**src/rtl/isw_and_seq_if.sv**
```systemverilog
// Bundle of operand, randomness, gadget, result and status signals for isw_and_seq.
// The slave modport is the sequencer's view; master is the surrounding environment.
interface isw_and_seq_if #(
  parameter int WIDTH = 8
);
  // Operand handshake and shares
  logic             in_valid_i;
  logic             in_ready_o;
  logic [WIDTH-1:0] x0_i;
  logic [WIDTH-1:0] x1_i;
  logic [WIDTH-1:0] y0_i;
  logic [WIDTH-1:0] y1_i;

  // Fresh randomness
  logic             rnd_valid_i;
  logic             rnd_ready_o;
  logic [WIDTH-1:0] rnd_i;

  // Gadget drive and gadget result
  logic [WIDTH-1:0] g_x0_o;
  logic [WIDTH-1:0] g_x1_o;
  logic [WIDTH-1:0] g_y0_o;
  logic [WIDTH-1:0] g_y1_o;
  logic [WIDTH-1:0] g_r01_o;
  logic             g_rst_o;
  logic [WIDTH-1:0] g_q0_i;
  logic [WIDTH-1:0] g_q1_i;

  // Result handshake and shares
  logic             out_valid_o;
  logic             out_ready_i;
  logic [WIDTH-1:0] q0_o;
  logic [WIDTH-1:0] q1_o;

  // Status
  logic             busy_o;
  logic [15:0]      op_cnt_o;

  modport slave (
    input  in_valid_i, x0_i, x1_i, y0_i, y1_i,
    input  rnd_valid_i, rnd_i,
    input  g_q0_i, g_q1_i,
    input  out_ready_i,
    output in_ready_o, rnd_ready_o,
    output g_x0_o, g_x1_o, g_y0_o, g_y1_o, g_r01_o, g_rst_o,
    output out_valid_o, q0_o, q1_o,
    output busy_o, op_cnt_o
  );

  modport master (
    output in_valid_i, x0_i, x1_i, y0_i, y1_i,
    output rnd_valid_i, rnd_i,
    output g_q0_i, g_q1_i,
    output out_ready_i,
    input  in_ready_o, rnd_ready_o,
    input  g_x0_o, g_x1_o, g_y0_o, g_y1_o, g_r01_o, g_rst_o,
    input  out_valid_o, q0_o, q1_o,
    input  busy_o, op_cnt_o
  );
endinterface

```
**src/rtl/isw_and_seq.sv**
```systemverilog
// Sequencer driving a 2-share ISW AND gadget: joint operand/randomness accept, 3-cycle issue, registered result.
// Optional macro ISW_SEQ_ZERO_IDLE_EN: blank the gadget share/randomness buses while IDLE.
module isw_and_seq #(
  parameter int WIDTH = 8
) (
  input  logic        clk_i,
  input  logic        rst_ni,
  isw_and_seq_if.slave bus
);

  typedef enum logic [1:0] {
    IDLE  = 2'd0,
    ISSUE = 2'd1,
    HOLD  = 2'd2,
    DONE  = 2'd3
  } state_e;

  state_e           state_q, state_d;
  logic             g_rst_q, g_rst_d;
  logic [WIDTH-1:0] x0_q, x0_d;
  logic [WIDTH-1:0] x1_q, x1_d;
  logic [WIDTH-1:0] y0_q, y0_d;
  logic [WIDTH-1:0] y1_q, y1_d;
  logic [WIDTH-1:0] r_q, r_d;
  logic [WIDTH-1:0] q0_q, q0_d;
  logic [WIDTH-1:0] q1_q, q1_d;
  logic             out_valid_q, out_valid_d;
  logic [15:0]      op_cnt_q, op_cnt_d;

  logic can_accept;
  logic accept;
  logic out_hs;
  logic in_ready;
  logic rnd_ready;
  logic g_drive;

  // Operand and randomness only move together, so each word is bound to exactly one operation.
  always_comb begin
    can_accept = (state_q == IDLE) && !out_valid_q && !g_rst_q;
    in_ready   = can_accept && bus.rnd_valid_i;
    rnd_ready  = can_accept && bus.in_valid_i;
    accept     = can_accept && bus.in_valid_i && bus.rnd_valid_i;
    out_hs     = out_valid_q && bus.out_ready_i;
  end

  always_comb begin
    state_d     = state_q;
    g_rst_d     = 1'b0;
    x0_d        = x0_q;
    x1_d        = x1_q;
    y0_d        = y0_q;
    y1_d        = y1_q;
    r_d         = r_q;
    q0_d        = q0_q;
    q1_d        = q1_q;
    out_valid_d = out_valid_q;
    op_cnt_d    = op_cnt_q;

    case (state_q)
      IDLE: begin
        if (accept) begin
          x0_d    = bus.x0_i;
          x1_d    = bus.x1_i;
          y0_d    = bus.y0_i;
          y1_d    = bus.y1_i;
          r_d     = bus.rnd_i;
          state_d = ISSUE;
        end
      end
      ISSUE: state_d = HOLD;
      HOLD:  state_d = DONE;
      DONE: begin
        // Gadget output still depends on g_r01 here, so sample before leaving DONE.
        q0_d        = bus.g_q0_i;
        q1_d        = bus.g_q1_i;
        out_valid_d = 1'b1;
        state_d     = IDLE;
      end
      default: state_d = IDLE;
    endcase

    if (out_hs) begin
      out_valid_d = 1'b0;
      if (op_cnt_q != 16'hFFFF) begin
        op_cnt_d = op_cnt_q + 16'd1;
      end
    end
  end

  always_ff @(posedge clk_i or negedge rst_ni) begin
    if (!rst_ni) begin
      state_q     <= IDLE;
      g_rst_q     <= 1'b1;
      x0_q        <= '0;
      x1_q        <= '0;
      y0_q        <= '0;
      y1_q        <= '0;
      r_q         <= '0;
      q0_q        <= '0;
      q1_q        <= '0;
      out_valid_q <= 1'b0;
      op_cnt_q    <= 16'd0;
    end else begin
      state_q     <= state_d;
      g_rst_q     <= g_rst_d;
      x0_q        <= x0_d;
      x1_q        <= x1_d;
      y0_q        <= y0_d;
      y1_q        <= y1_d;
      r_q         <= r_d;
      q0_q        <= q0_d;
      q1_q        <= q1_d;
      out_valid_q <= out_valid_d;
      op_cnt_q    <= op_cnt_d;
    end
  end

`ifdef ISW_SEQ_ZERO_IDLE_EN
  assign g_drive = (state_q != IDLE);
`else
  assign g_drive = 1'b1;
`endif

  always_comb begin
    bus.g_x0_o  = g_drive ? x0_q : '0;
    bus.g_x1_o  = g_drive ? x1_q : '0;
    bus.g_y0_o  = g_drive ? y0_q : '0;
    bus.g_y1_o  = g_drive ? y1_q : '0;
    bus.g_r01_o = g_drive ? r_q  : '0;
  end

  assign bus.g_rst_o     = g_rst_q;
  assign bus.in_ready_o  = in_ready;
  assign bus.rnd_ready_o = rnd_ready;
  assign bus.out_valid_o = out_valid_q;
  assign bus.q0_o        = q0_q;
  assign bus.q1_o        = q1_q;
  assign bus.busy_o      = (state_q != IDLE);
  assign bus.op_cnt_o    = op_cnt_q;

endmodule

```
**src/flat_wrapper.sv**
```systemverilog
// flat-port wrapper written by rule: the top's interface ports become plain ports
module isw_and_seq_flat 
#(
  parameter int WIDTH = 8
)
  (clk_i, rst_ni, bus_in_valid_i, bus_x0_i, bus_x1_i, bus_y0_i, bus_y1_i, bus_rnd_valid_i, bus_rnd_i, bus_g_q0_i, bus_g_q1_i, bus_out_ready_i, bus_in_ready_o, bus_rnd_ready_o, bus_g_x0_o, bus_g_x1_o, bus_g_y0_o, bus_g_y1_o, bus_g_r01_o, bus_g_rst_o, bus_out_valid_o, bus_q0_o, bus_q1_o, bus_busy_o, bus_op_cnt_o);
  isw_and_seq_if #(.WIDTH(WIDTH)) bus_i ();
  input  logic clk_i;
  input  logic rst_ni;
  input wire logic [$bits(bus_i.in_valid_i)-1:0] bus_in_valid_i;
  input wire logic [$bits(bus_i.x0_i)-1:0] bus_x0_i;
  input wire logic [$bits(bus_i.x1_i)-1:0] bus_x1_i;
  input wire logic [$bits(bus_i.y0_i)-1:0] bus_y0_i;
  input wire logic [$bits(bus_i.y1_i)-1:0] bus_y1_i;
  input wire logic [$bits(bus_i.rnd_valid_i)-1:0] bus_rnd_valid_i;
  input wire logic [$bits(bus_i.rnd_i)-1:0] bus_rnd_i;
  input wire logic [$bits(bus_i.g_q0_i)-1:0] bus_g_q0_i;
  input wire logic [$bits(bus_i.g_q1_i)-1:0] bus_g_q1_i;
  input wire logic [$bits(bus_i.out_ready_i)-1:0] bus_out_ready_i;
  output wire logic [$bits(bus_i.in_ready_o)-1:0] bus_in_ready_o;
  output wire logic [$bits(bus_i.rnd_ready_o)-1:0] bus_rnd_ready_o;
  output wire logic [$bits(bus_i.g_x0_o)-1:0] bus_g_x0_o;
  output wire logic [$bits(bus_i.g_x1_o)-1:0] bus_g_x1_o;
  output wire logic [$bits(bus_i.g_y0_o)-1:0] bus_g_y0_o;
  output wire logic [$bits(bus_i.g_y1_o)-1:0] bus_g_y1_o;
  output wire logic [$bits(bus_i.g_r01_o)-1:0] bus_g_r01_o;
  output wire logic [$bits(bus_i.g_rst_o)-1:0] bus_g_rst_o;
  output wire logic [$bits(bus_i.out_valid_o)-1:0] bus_out_valid_o;
  output wire logic [$bits(bus_i.q0_o)-1:0] bus_q0_o;
  output wire logic [$bits(bus_i.q1_o)-1:0] bus_q1_o;
  output wire logic [$bits(bus_i.busy_o)-1:0] bus_busy_o;
  output wire logic [$bits(bus_i.op_cnt_o)-1:0] bus_op_cnt_o;
  assign bus_i.in_valid_i = bus_in_valid_i;
  assign bus_i.x0_i = bus_x0_i;
  assign bus_i.x1_i = bus_x1_i;
  assign bus_i.y0_i = bus_y0_i;
  assign bus_i.y1_i = bus_y1_i;
  assign bus_i.rnd_valid_i = bus_rnd_valid_i;
  assign bus_i.rnd_i = bus_rnd_i;
  assign bus_i.g_q0_i = bus_g_q0_i;
  assign bus_i.g_q1_i = bus_g_q1_i;
  assign bus_i.out_ready_i = bus_out_ready_i;
  assign bus_in_ready_o = bus_i.in_ready_o;
  assign bus_rnd_ready_o = bus_i.rnd_ready_o;
  assign bus_g_x0_o = bus_i.g_x0_o;
  assign bus_g_x1_o = bus_i.g_x1_o;
  assign bus_g_y0_o = bus_i.g_y0_o;
  assign bus_g_y1_o = bus_i.g_y1_o;
  assign bus_g_r01_o = bus_i.g_r01_o;
  assign bus_g_rst_o = bus_i.g_rst_o;
  assign bus_out_valid_o = bus_i.out_valid_o;
  assign bus_q0_o = bus_i.q0_o;
  assign bus_q1_o = bus_i.q1_o;
  assign bus_busy_o = bus_i.busy_o;
  assign bus_op_cnt_o = bus_i.op_cnt_o;
  isw_and_seq #(.WIDTH(WIDTH)) u_core (.clk_i(clk_i), .rst_ni(rst_ni), .bus(bus_i));
endmodule
```
**config.mk**
```make
export PLATFORM = sky130hd
export DESIGN_NAME = isw_and_seq_flat
export DESIGN_NICKNAME = d
export VERILOG_FILES = /design/src/rtl/isw_and_seq_if.sv /design/src/rtl/isw_and_seq.sv /design/src/flat_wrapper.sv
export SDC_FILE = /design/constraint.sdc
export NUM_CORES = 1
export LEC_CHECK = 0
export ABC_AREA = 1
export BUFFER_PORTS_ARGS = -buffer_cell sky130_fd_sc_hd__buf_2
export CORE_UTILIZATION = 52
export CTS_CLUSTER_DIAMETER = 80
export DETAILED_ROUTE_END_ITERATION = 7
export GPL_ROUTABILITY_DRIVEN = 1
export HOLD_SLACK_MARGIN = 0.03
export PLACE_DENSITY = 0.9
export SLEW_MARGIN = 20
export SYNTH_ARGS = -nofsm -noshare
export SYNTH_HDL_FRONTEND = slang
export SYNTH_SLANG_ARGS = --single-unit
```
**constraint.sdc**
```tcl
create_clock -name clk_i -period 2.45 [get_ports clk_i]
set_input_delay 0.49 -clock clk_i [delete_from_list [all_inputs] [get_ports clk_i]]
set_output_delay 0.49 -clock clk_i [all_outputs]
set_load 0.005 [all_outputs]
```
# [Word level (Yosys, flattened, before mapping)]
# Index checks and enable logic that the tools add are counted.
[op_classes] mul=0 eq_ne=5 div_mod_pow=0 n_addsub=1 n_mux=4 order_cmp=0 n_bitwise=0 shift=0 reduce_logical=13
[ops] operator="$add 16x1->16 const B" count=1
[ops] operator="$ne 16x16->1 const B" count=1
[ops] operator="$pmux 2 s4" count=1
[ops] operator="$logic_and 1x1->1" count=6
[ops] operator="$eq 2x2->1 const B" count=2
[ops] operator="$reduce_and 2->1" count=2
[ops] operator="$reduce_bool 2->1" count=2
[ops] operator="$eq 2x1->1 const B" count=1
[ops] operator="$logic_not 1->1" count=2
[ops] operator="$logic_not 2->1" count=1
[ops] operator="$mux 1" count=2
[ops] operator="$mux 2" count=1
[ops] operator="$ne 2x1->1 const B" count=1
[word_totals] n_memories=0 mem_bits_rw=0 mem_bits_ro=0 ff_bits=76 latch_bits=0 word_cells=34 in_bits=61

# [Depth between registers and ports, before layout]
[depth] ltp_word=7 depth_mapped=9 depth_no_buf=9

# [Worst setup path after synthesis]
# Ideal clock, no wire load.
[synth_path] path_kind="reg-to-reg" from="reg u_core.state_q[0]" to="reg u_core.r_q[0] (netlist: u_core.bus.g_r01_o[0])" required_time_ps=2320 path_stages_with_launch=9 path_slack_ps=948 arrival_time_ps=1371 cell_sequence="dfrtp_1 -> inv_1 -> ha_1 -> inv_1 -> nor3_2 -> nand3_1 -> clkbuf_1 -> nand2_1 -> o21ai_0"
[synth_between] elab_chain_cells=6
[synth_rtl] element="from (decl)" line_no="isw_and_seq.sv:18" text="state_e state_q, state_d;"
[synth_rtl] element="from (signal assigned)" line_no="isw_and_seq.sv:104" text="state_q <= state_d;"
[synth_rtl] element="$logic_not 2->1 (*)" line_no="isw_and_seq.sv:39, isw_and_seq.sv:59"
[synth_rtl] element="$logic_and 1x1->1 (2 in a row)" line_no="isw_and_seq.sv:39" text="can_accept = (state_q == IDLE) && !out_valid_q && !g_rst_q;"
[synth_rtl] element="$logic_and 1x1->1 (2 in a row)" line_no="isw_and_seq.sv:42" text="accept = can_accept && bus.in_valid_i && bus.rnd_valid_i;"
[synth_rtl] element="$reduce_and 2->1 (no source line) (*)"
[synth_rtl] element="to (signal assigned)" line_no="isw_and_seq.sv:110" text="r_q <= r_d;"
[synth_rtl] element="to (decl)" line_no="isw_and_seq.sv:24" text="logic [WIDTH-1:0] r_q, r_d;"
# Every way passes the cells marked *; elsewhere a longest branch is shown, timed or not.
# A chain may end at the register's enable or synchronous reset.

# [Worst setup path in the final report]
[layout_path] from="reg u_core.state_q[0]" to="out bus_in_ready_o"
[layout_between] elab_chain_cells=4
[layout_rtl] element="$logic_not 2->1" line_no="isw_and_seq.sv:39"
[layout_rtl] element="$logic_and 1x1->1 (2 in a row)" line_no="isw_and_seq.sv:39"
[layout_rtl] element="$logic_and 1x1->1" line_no="isw_and_seq.sv:40" text="in_ready = can_accept && bus.rnd_valid_i;"
[layout_rtl] element="to (decl)" line_no="flat_wrapper.sv:20" text="output wire logic [$bits(bus_i.in_ready_o)-1:0] bus_in_ready_o;"
# Every way passes these cells.

==> results.md <==
* Worst r2r path cells at 9
* CP required at between 1500 and 2000 ps
* Die footprint at between 6000 and 7000 um2
* Setup violators final at 0
* All-Layer GR Usage at between 20 and 25%
* Flop2flop setup slack at about 800 ps
* Finished Cell Area at approximately 4400 um2
* Core Util, Final at about 69%
* EDFF count, synth at 0
* Final hold violations at 0
* Clock slew at reported path FFs at approximately 80 ps
* CTS root buffer: clkbuf_8
* Total number of vias at slightly below 3k
* Leak pwr at around 2.5 nW
* Inst Count DP at 619
* MaxCap Viol Count at 0
* Fill cells at about 520
* Outcome: completed
* Yosys top cell area share at between 50% and 60%
* Post-synthesis sequential area ratio at approximately 56%
* Pwr Density at roughly 1000 nW/um2
* First-pass GRT wire length at around 12000 um
* Synthesized area at roughly 3400 um2
* Cell count after synthesis at 416
* CP Max Fanout at 4
* Die height at 83.2 um
* Antenna diodes at 0
* FF-to-FF End: u_core.state_q[0]$_DFFE_PN0P_
* CTS tree: built
* Router iterations before antenna repair at 4
* Period minus WS final at ~2000 ps
* Syn nets at just under 500
* Final HPWL DP at about 5300 um
* Routed length per instance at about 11 um
* Layout cell share with drive strength beyond 1 at between 30% and 40%
* RR Startpoint: u_core.state_q[0]$_DFFE_PN0P_
* CP Capture Type: output pin
* Final setup TNS at 0 ps
* Most frequent cells in the layout: 158 x nand2_1, 136 x buf_2, 75 x dfrtp_1, 62 x inv_1, 45 x o21ai_0
* Initial DRC Count at about 120
* Commonest non-fill, non-tap cell in the layout: nand2_1
* Total power at around 4.4 mW
* Mean number of vias per cell at roughly 4.7
* Netlist cell types at 23
* Initial antenna violation count at 0
* Worst Setup Start Kind: register
* Arrival time at the worst endpoint at 1510 ps
* Layout Cells excl Fill at approximately 640
* CTS Buffer Depth at 2
* Final ANT Viol Nets at 0
* Slew @ Worst Pin at between 900 and 1000 ps
* Syn_area_per_cell at roughly 8.2 um2
* DP Worst Slack at approximately 800 ps
* Row Count at 29
* Net count, final at roughly 620
* F_max at about 500 MHz
* Post-CTS sizing at 0
* Tcrit/Tclk final at about four fifths
* Skew-Pair Late Insertion Delay at about 340 ps
* P&R area growth vs syn at 27.5%
* Drc violations at 0
* Global route overflow at 0
* Async set-reset flop share out of synthesis at 100%
* Worst VDD drop at 660 uV
* WHS at ~260 ps
* Slowest cell on the critical path: dfrtp_1
* Vias in the first global route at between 2k and 3k
* Top_reg_cell synth: dfrtp_1
* Max H-tree Level at 3
* Routability cong. at 0.858
* Clock Sinks at between 70 and 80
* Top cells by area, synth: dfrtp_1 55%, nand2_1 17%, inv_1 6.8%, o21ai_0 6.6%, nor2_1 2.0%
* Total wire length at approximately 7200 um
* RSZ-0062 raised after global routing: false
* Core Region at about 6300 um2
* Die X at 83.2 um
* Crit path largest cell delay at between 300 and 400 ps
* Most frequent CP cell: inv_1
* Post-DP Area at 4180 um2
* CTS hold repair buffers at 0
* Slew margin rel. at 39.2%
* Worst setup margin at between 400 and 500 ps
* Port Buffers at 137
* Largest net degree at the start of global routing at 82
* Min-delay worst type: primary input to asynchronous set/reset pin
* Crit path cell chain: inv_1, ha_1, inv_1, nor3_2, inv_1, nor2_1, buf_2
* YS warnings at 0
* Final count of pins violating max slew at 0
* FF+latch count, synth at 76
* Clock Skews at 10.7 ps
* Num CTS Buffers at 9
* WS Path Type: register to output pin
* Area leader, netlist: dfrtp_1
* Setup Buffers After CTS at 0
* Ports at between 100 and 150
* Initial Util at approximately 54%
registers in the layout, indices dropped and copies added, names as in the netlist, 2 cells and up:
signal,flops
u_core.bus.q1_o,8
u_core.bus.g_y1_o,8
u_core.bus.g_x1_o,8
u_core.bus.g_y0_o,8
u_core.bus.q0_o,8
u_core.bus.g_x0_o,8
u_core.state_q,2
u_core.bus.op_cnt_o,16
u_core.bus.g_r01_o,8
cells by family (layout without fill, tap and decap cells):
kind of cell	Yosys count	after routing	synth area share (%)
AO/OA/AOI/OAI	52	52	7.93
XOR/XNOR	5	5	1.28
adder cells (fa/ha/maj)	5	5	1.83
buffers and inverters	75	217	8.66
flip-flops	76	76	55.6
other	1	1	0.109
AND/OR/NAND/NOR	202	202	24.7
cells in the mapped netlist (4+ instances only):
library cell  number
clkbuf_1          11
dfrtp_1           75
ha_1               5
inv_1             62
nand2_1          158
nand2_2            4
nand3_1           10
nor2_1            18
nor2_4             4
o21ai_0           45
o21ai_1            4
xnor2_1            5
cell type report:
type / instances / area, um2 / area share, %
Tap cell: 77 / 96.3 / 2.21
Sequential cell: 76 / 1900 / 43.6
Clock buffer: 12 / 165 / 3.78
Multi-Input combinational cell: 265 / 1230 / 28.2
Timing Repair Buffer: 139 / 716 / 16.4
Inverter: 62 / 233 / 5.33
Clock inverter: 4 / 22.5 / 0.516
metal layers:
| metal | vias to the layer above | global-route usage, % | routed length [um] |
|---|---|---|---|
| met5 | - | 0 | 0 |
| met4 | 0 | 10.0 | 129 |
| met3 | 9 | 3.68 | 325 |
| met2 | 95 | 40.8 | 3630 |
| met1 | 1344 | 25.7 | 3140 |
| li1 | 1537 | - | - |
worst max path at each step:
| stage | endpoint | start | cells past startpoint |
|---|---|---|---|
| after global routing | bus_rnd_ready_o | u_core.state_q[0]$_DFFE_PN0P_ | 7 |
| after global placement | bus_rnd_ready_o | u_core.state_q[0]$_DFFE_PN0P_ | 7 |
| final | bus_in_ready_o | u_core.state_q[0]$_DFFE_PN0P_ | 7 |
| after floorplan | u_core.bus.g_r01_o[0]$_DFFE_PN0P_ | u_core.state_q[0]$_DFFE_PN0P_ | 8 |
| after detailed placement | u_core.state_q[0]$_DFFE_PN0P_ | u_core.state_q[0]$_DFFE_PN0P_ | 9 |
| after CTS | bus_in_ready_o | u_core.state_q[0]$_DFFE_PN0P_ | 7 |
critical path, delay by kind of cell, from the launching register on:
kind / cells / cell delay [ps]
flip-flops: 1 / 380
buffers and inverters: 4 / 370
AND/OR/NAND/NOR: 2 / 240
adder cells (fa/ha/maj): 1 / 180
report_power, final:
part,switching (mW),internal [mW]
Sequential,0.337,1.76
Clock,0.430,0.446
Combinational,0.795,0.677
(Power assumes the default switching activity.)
